[config.mk]
export PLATFORM = sky130hd
export DESIGN_NAME = ecc_dec_pipe
export DESIGN_NICKNAME = d
export VERILOG_FILES = /design/src/rtl/ecc_dec_pipe.sv
export SDC_FILE = /design/constraint.sdc
export NUM_CORES = 1
export LEC_CHECK = 0
export ABC_CLOCK_PERIOD_IN_PS = 1700
export CAP_MARGIN = 10
export CORE_MARGIN = 10
export CORE_UTILIZATION = 44
export DETAILED_ROUTE_END_ITERATION = 10
export PLACE_DENSITY = 0.81
export RECOVER_POWER = 25
export SYNTH_ARGS = -nofsm -noshare
export SYNTH_HDL_FRONTEND = slang
export SYNTH_SLANG_ARGS = --single-unit
[constraint.sdc]
create_clock -name clk_i -period 1.7 [get_ports clk_i]
set_input_delay 0.51 -clock clk_i [delete_from_list [all_inputs] [get_ports clk_i]]
set_output_delay 0.51 -clock clk_i [all_outputs]
set_load 0.05 [all_outputs]
[src/rtl/ecc_dec_pipe.sv]
// Two-stage SECDED decoder for ecc_enc codewords: stage 1 computes syndrome and
// overall parity, stage 2 corrects/classifies. Optional error counters: ECC_DEC_CNT_EN.
module ecc_dec_pipe #(
    parameter int K       = 8,
    parameter bit P0_LSB  = 1'b1,
    localparam int M      = $clog2(K + 1 + $clog2(K + 1 + $clog2(K + 1))),
    localparam int N      = M + K
) (
    input  logic          clk_i,
    input  logic          rst_ni,
    input  logic [N:0]    q_i,
    input  logic          valid_i,
    output logic          ready_o,
    output logic [K-1:0]  d_o,
    output logic          sb_err_o,
    output logic          db_err_o,
    output logic [M-1:0]  syn_o,
    output logic          valid_o,
    input  logic          ready_i,
    input  logic          cnt_clr_i,
    output logic [15:0]   sb_cnt_o,
    output logic [15:0]   db_cnt_o
);

    // Codeword position (1..N) of information bit b: b-th non-power-of-2 position.
    function automatic int data_pos(input int b);
        int c;
        c = 0;
        data_pos = 0;
        for (int j = 1; j <= N; j++) begin
            if ((j & (j - 1)) != 0) begin
                if (c == b && data_pos == 0) data_pos = j;
                c++;
            end
        end
    endfunction

    logic [N:1]   cw_in;
    logic [M-1:0] syn_in;
    logic [K-1:0] data_in;
    logic         pf_in;

    generate
        if (P0_LSB) begin : g_p0_lsb
            assign cw_in = q_i[N:1];
        end else begin : g_p0_msb
            assign cw_in = q_i[N-1:0];
        end
    endgenerate

    // p0 only contributes through the overall parity.
    assign pf_in = ^q_i;

    always_comb begin
        syn_in = '0;
        for (int i = 0; i < M; i++) begin
            for (int j = 1; j <= N; j++) begin
                if (((j >> i) & 1) == 1) syn_in[i] = syn_in[i] ^ cw_in[j];
            end
        end
    end

    logic         s1_vld;
    logic [K-1:0] s1_data;
    logic [M-1:0] s1_syn;
    logic         s1_pf;
    logic         s1_load;
    logic         s2_load;

    // Handshake: a word moves on a cycle where valid and ready are both high; a stage
    // loads when it is empty or its successor loads, so ready_o depends on ready_i only.
    assign s2_load = ~valid_o | ready_i;
    assign s1_load = ~s1_vld | s2_load;
    assign ready_o = s1_load;

    always_ff @(posedge clk_i or negedge rst_ni) begin
        if (!rst_ni) begin
            s1_vld  <= 1'b0;
            s1_data <= '0;
            s1_syn  <= '0;
            s1_pf   <= 1'b0;
        end else if (s1_load) begin
            s1_vld <= valid_i;
            if (valid_i) begin
                s1_data <= data_in;
                s1_syn  <= syn_in;
                s1_pf   <= pf_in;
            end
        end
    end

    logic         syn_nz;
    logic         in_range;
    logic         flip;
    logic         single_err;
    logic         double_err;
    logic [K-1:0] d_fix;

    assign syn_nz     = |s1_syn;
    assign in_range   = (s1_syn <= M'(N));
    assign flip       = s1_pf & syn_nz & in_range;
    assign single_err = s1_pf & in_range;
    assign double_err = syn_nz & (~s1_pf | ~in_range);

    // Only information positions are kept; a flip aimed at a parity position leaves data alone.
    generate
        for (genvar b = 0; b < K; b++) begin : g_data
            localparam int DP = data_pos(b);
            assign data_in[b] = cw_in[DP];
            assign d_fix[b]   = s1_data[b] ^ (flip & (s1_syn == M'(DP)));
        end
    endgenerate

    always_ff @(posedge clk_i or negedge rst_ni) begin
        if (!rst_ni) begin
            valid_o  <= 1'b0;
            d_o      <= '0;
            sb_err_o <= 1'b0;
            db_err_o <= 1'b0;
            syn_o    <= '0;
        end else if (s2_load) begin
            valid_o <= s1_vld;
            if (s1_vld) begin
                d_o      <= d_fix;
                sb_err_o <= single_err;
                db_err_o <= double_err;
                syn_o    <= s1_syn;
            end
        end
    end

`ifdef ECC_DEC_CNT_EN
    logic out_hs;
    assign out_hs = valid_o & ready_i;

    always_ff @(posedge clk_i or negedge rst_ni) begin
        if (!rst_ni) begin
            sb_cnt_o <= '0;
            db_cnt_o <= '0;
        end else if (cnt_clr_i) begin
            sb_cnt_o <= '0;
            db_cnt_o <= '0;
        end else if (out_hs) begin
            if (sb_err_o && sb_cnt_o != 16'hFFFF) sb_cnt_o <= sb_cnt_o + 16'd1;
            if (db_err_o && db_cnt_o != 16'hFFFF) db_cnt_o <= db_cnt_o + 16'd1;
        end
    end
`else
    logic unused_cnt_clr;
    assign unused_cnt_clr = cnt_clr_i;
    assign sb_cnt_o       = '0;
    assign db_cnt_o       = '0;
`endif

endmodule

==> impl_metrics.csv <==
group,metric,value,unit
layout,diodes,0,
sta,worstMarginPinSlew,0.723,ns
layout,final_cells,271,
power_and_ir_drop,p_leak,1.10,nW
yosys,syn_avg_cell_area,10.0,sq um
yosys,async_flop_share,100,%
detailed_routing,routedWlPerCell,12.9,microns
critical_path,worst-setup-path-type,"input pin to output pin",
yosys,ys.flop_type,"dfrtp_1",
sta,hold_viol_final,0,
floorplan,coreArea,0.00369,sq mm
global_route,grt_pass1_vias,1189,
sta,clock_skew,0.00380,ns
critical_path,end_kind,"output pin",
critical_path,crit_slowest_cell,"nand3b_1",
critical_path,cp-startpoint,"ready_i",
yosys,synth_edf_count,0,
hold_path,holdPathStages,1,
hold_path,min_from,"s1_vld",
placed_design,dpl.hpwl,2770,microns
yosys,ys_top_cells_by_area,"dfrtp_1 43%, buf_4 14%, xnor2_1 9.3%, mux2_2 6.7%, nand2_1 6.7%",
floorplan,dieWidth,82.0,microns
yosys,synth_area,0.00169,sq mm
clock_network,clk_latency,0.28,ns
sta,maxSlewViolCount,0,
detailed_routing,postRouteAntennaNets,0,
placed_design,gp_congestion,0.816,
floorplan,ios,66,
placed_design,placed_area,0.00224,sq mm
floorplan,design.die.area,0.00672,sq mm
hold_path,hold_class,"flip-flop to flip-flop",
sta,min_period,1.66,ns
global_route,grt_usage,10.9,%
yosys,yosys.area.top_type_share,42.9,%
layout,syn_to_final_growth,38.0,%
critical_path,required,1.19,ns
global_route,grt_max_degree,30,
run_status,status,"complete, no violations",
clock_network,cts.sinks,29,
sta,setup_viol,0,
sta,period_share,97.4,%
critical_path,r2r-start,"valid_o",
clock_network,cts_buffers,5,
clock_network,holdBufCountCts,0,
global_route,grt_overflow_total,0,
detailed_routing,routed_via_density,4.34,
yosys,seq_area_frac_synth,42.9,%
sta,slew_headroom,51.8,%
layout,fill_cells,327,
layout,nets,240,
power_and_ir_drop,p_per_area,1350,mW/mm^2
placed_design,port-buffer-count,32,
power_and_ir_drop,peakVddDrop,0.751,mV
clock_network,cts_root_buf,"clkbuf_8",
critical_path,crit_fanout,2,
critical_path,cp-start-kind,"input pin",
placed_design,dp.cells,259,
global_route,grt_pass1_wl,5570,microns
clock_network,cts_tree,"done",
layout,design_area,0.00233,sq mm
detailed_routing,via_count,1175,
detailed_routing,drc_errors,0,
critical_path,max_stage_delay,0.19,ns
yosys,synthDistinctLibCells,19,
floorplan,die_h,82.0,microns
sta,fmax,604,MHz
clock_network,cts.path.max_buffers,2,
detailed_routing,drt-total-wl,3510,microns
floorplan,start_util,45.8,%
critical_path,crit_arrival,1.15,ns
floorplan,rows,22,
critical_path,path_cells,"clkdlybuf4s15_1 -> nand3b_1 -> buf_6 -> buf_12",
layout,drive_gt1_share,24.2,%
global_route,grt_antenna_before_repair,0,
critical_path,ff2ff_path_depth,4,
detailed_routing,dr.pass1.iters,4,
yosys,synth_seq_cells,29,
detailed_routing,dr.first_iter.drc_count,43,
job,cap_viol_max_count,0,
clock_network,htree_levels,2,
yosys,syn_inst,169,
sta,grt_setup_unrepaired,"no",
yosys,post-synth-top-area-cell,"dfrtp_1",
yosys,ys.warnings.count,0,
clock_network,clk_pin_slew_worst_paths,0.06,ns
[final timing paths]
kind                       slack (ns)    endpoint
setup reg to reg                 0.22  s1_data[1]
setup / recovery                 0.04     ready_o
hold reg to reg                  0.53     valid_o
hold / removal                   0.53     valid_o
min in group asynchronous        0.81       s1_pf
max in group asynchronous        0.38     valid_o
[cell families after synthesis]
kind of cell              after synthesis  synth area share, %
other                                   1                0.222
AOI/OAI and AO/OA                      16                 4.74
buffers and inverters                  36                 15.1
xor gates and xnor gates               27                 17.2
and+or+nand+nor                        50                 13.2
muxes                                  10                 6.66
DFF                                    29                 42.9
[layout make-up]
type	instances	area, sq um	area share, %
Multi-Input combinational cell	135	843	36.2
Sequential cell	29	727	31.2
Timing Repair Buffer	51	622	26.7
Clock buffer	8	80.1	3.43
Tap cell	48	60.1	2.58
[per-stage QoR]
step	TNS, ns	hold slack, ns	worst slack [ns]	util, %	power [W]
after global routing	0	0.548	0.00922	63.2	0.00331
after global placement	-3.25	0.493	-0.571	60.6	0.00259
after CTS	0	0.526	0.00748	63.3	0.00317
final	0	0.531	0.0443	63.2	0.00314
after detailed placement	-3.49	0.511	-0.646	60.6	0.00262
after floorplan	-1.84	0.214	-0.258	-	0.00197
[report_power, final]
part	switching, W	internal, W
combinational	0.000814	0.000701
clock	0.000256	0.000290
sequential	0.000216	0.000864
total	0.00129	0.00186
[cell usage in the layout (no fill, tap or decap), drive strengths merged]
cell type | netlist | final
xnor2 | 20 | 20
nand2b | 5 | 5
xor2 | 5 | 5
nand4 | 1 | 1
nor3 | 1 | 1
dlygate4sd2 | 0 | 12
clkbuf | 4 | 9
nor4b | 1 | 1
nor2 | 8 | 8
and2 | 1 | 1
nand2 | 30 | 30
nand3b | 3 | 3
dlygate4sd3 | 0 | 2
conb | 1 | 32
buf | 32 | 34
o21ai | 16 | 16
mux2 | 10 | 10
xnor3 | 2 | 2
dfrtp | 29 | 29
clkdlybuf4s15 | 0 | 2
[state kept, by name, summed over array words and instances, names as in the netlist]
signal    count
d_o           8
s1_data       8
s1_syn        4
syn_o         4
db_err_o      1
s1_pf         1
s1_vld        1
sb_err_o      1
valid_o       1
[worst max-delay path, delay by kind of cell]
| family | cells | cell delay [ns] |
|---|---|---|
| buffers and inverters | 3 | 0.44 |
| and+or+nand+nor | 1 | 0.19 |
[timing repair]
item                       in CTS  in global routing
buffers inserted                4                  0
resized for setup              16                  1
setup endpoints to repair       2                  1
pin swaps                       9                  2
[routing by layer]
metal / wire, microns / share of wire, % / track usage (%) / vias to the layer above
met4: 68 / 1.9 / 4.76 / 0
met1: 1340 / 38 / 11.4 / 527
met2: 1680 / 48 / 18.5 / 53
met5: 0 / 0 / 0 / -
met3: 417 / 12 / 5.02 / 8
li1: - / - / - / 587
[cell usage after synthesis (all sizes together) (2+ instances only)]
library cell	count
buf	32
nand2	30
dfrtp	29
xnor2	20
o21ai	16
mux2	10
nor2	8
nand2b	5
xor2	5
clkbuf	4
nand3b	3
xnor3	2
Power figures use the tool's default switching activity.
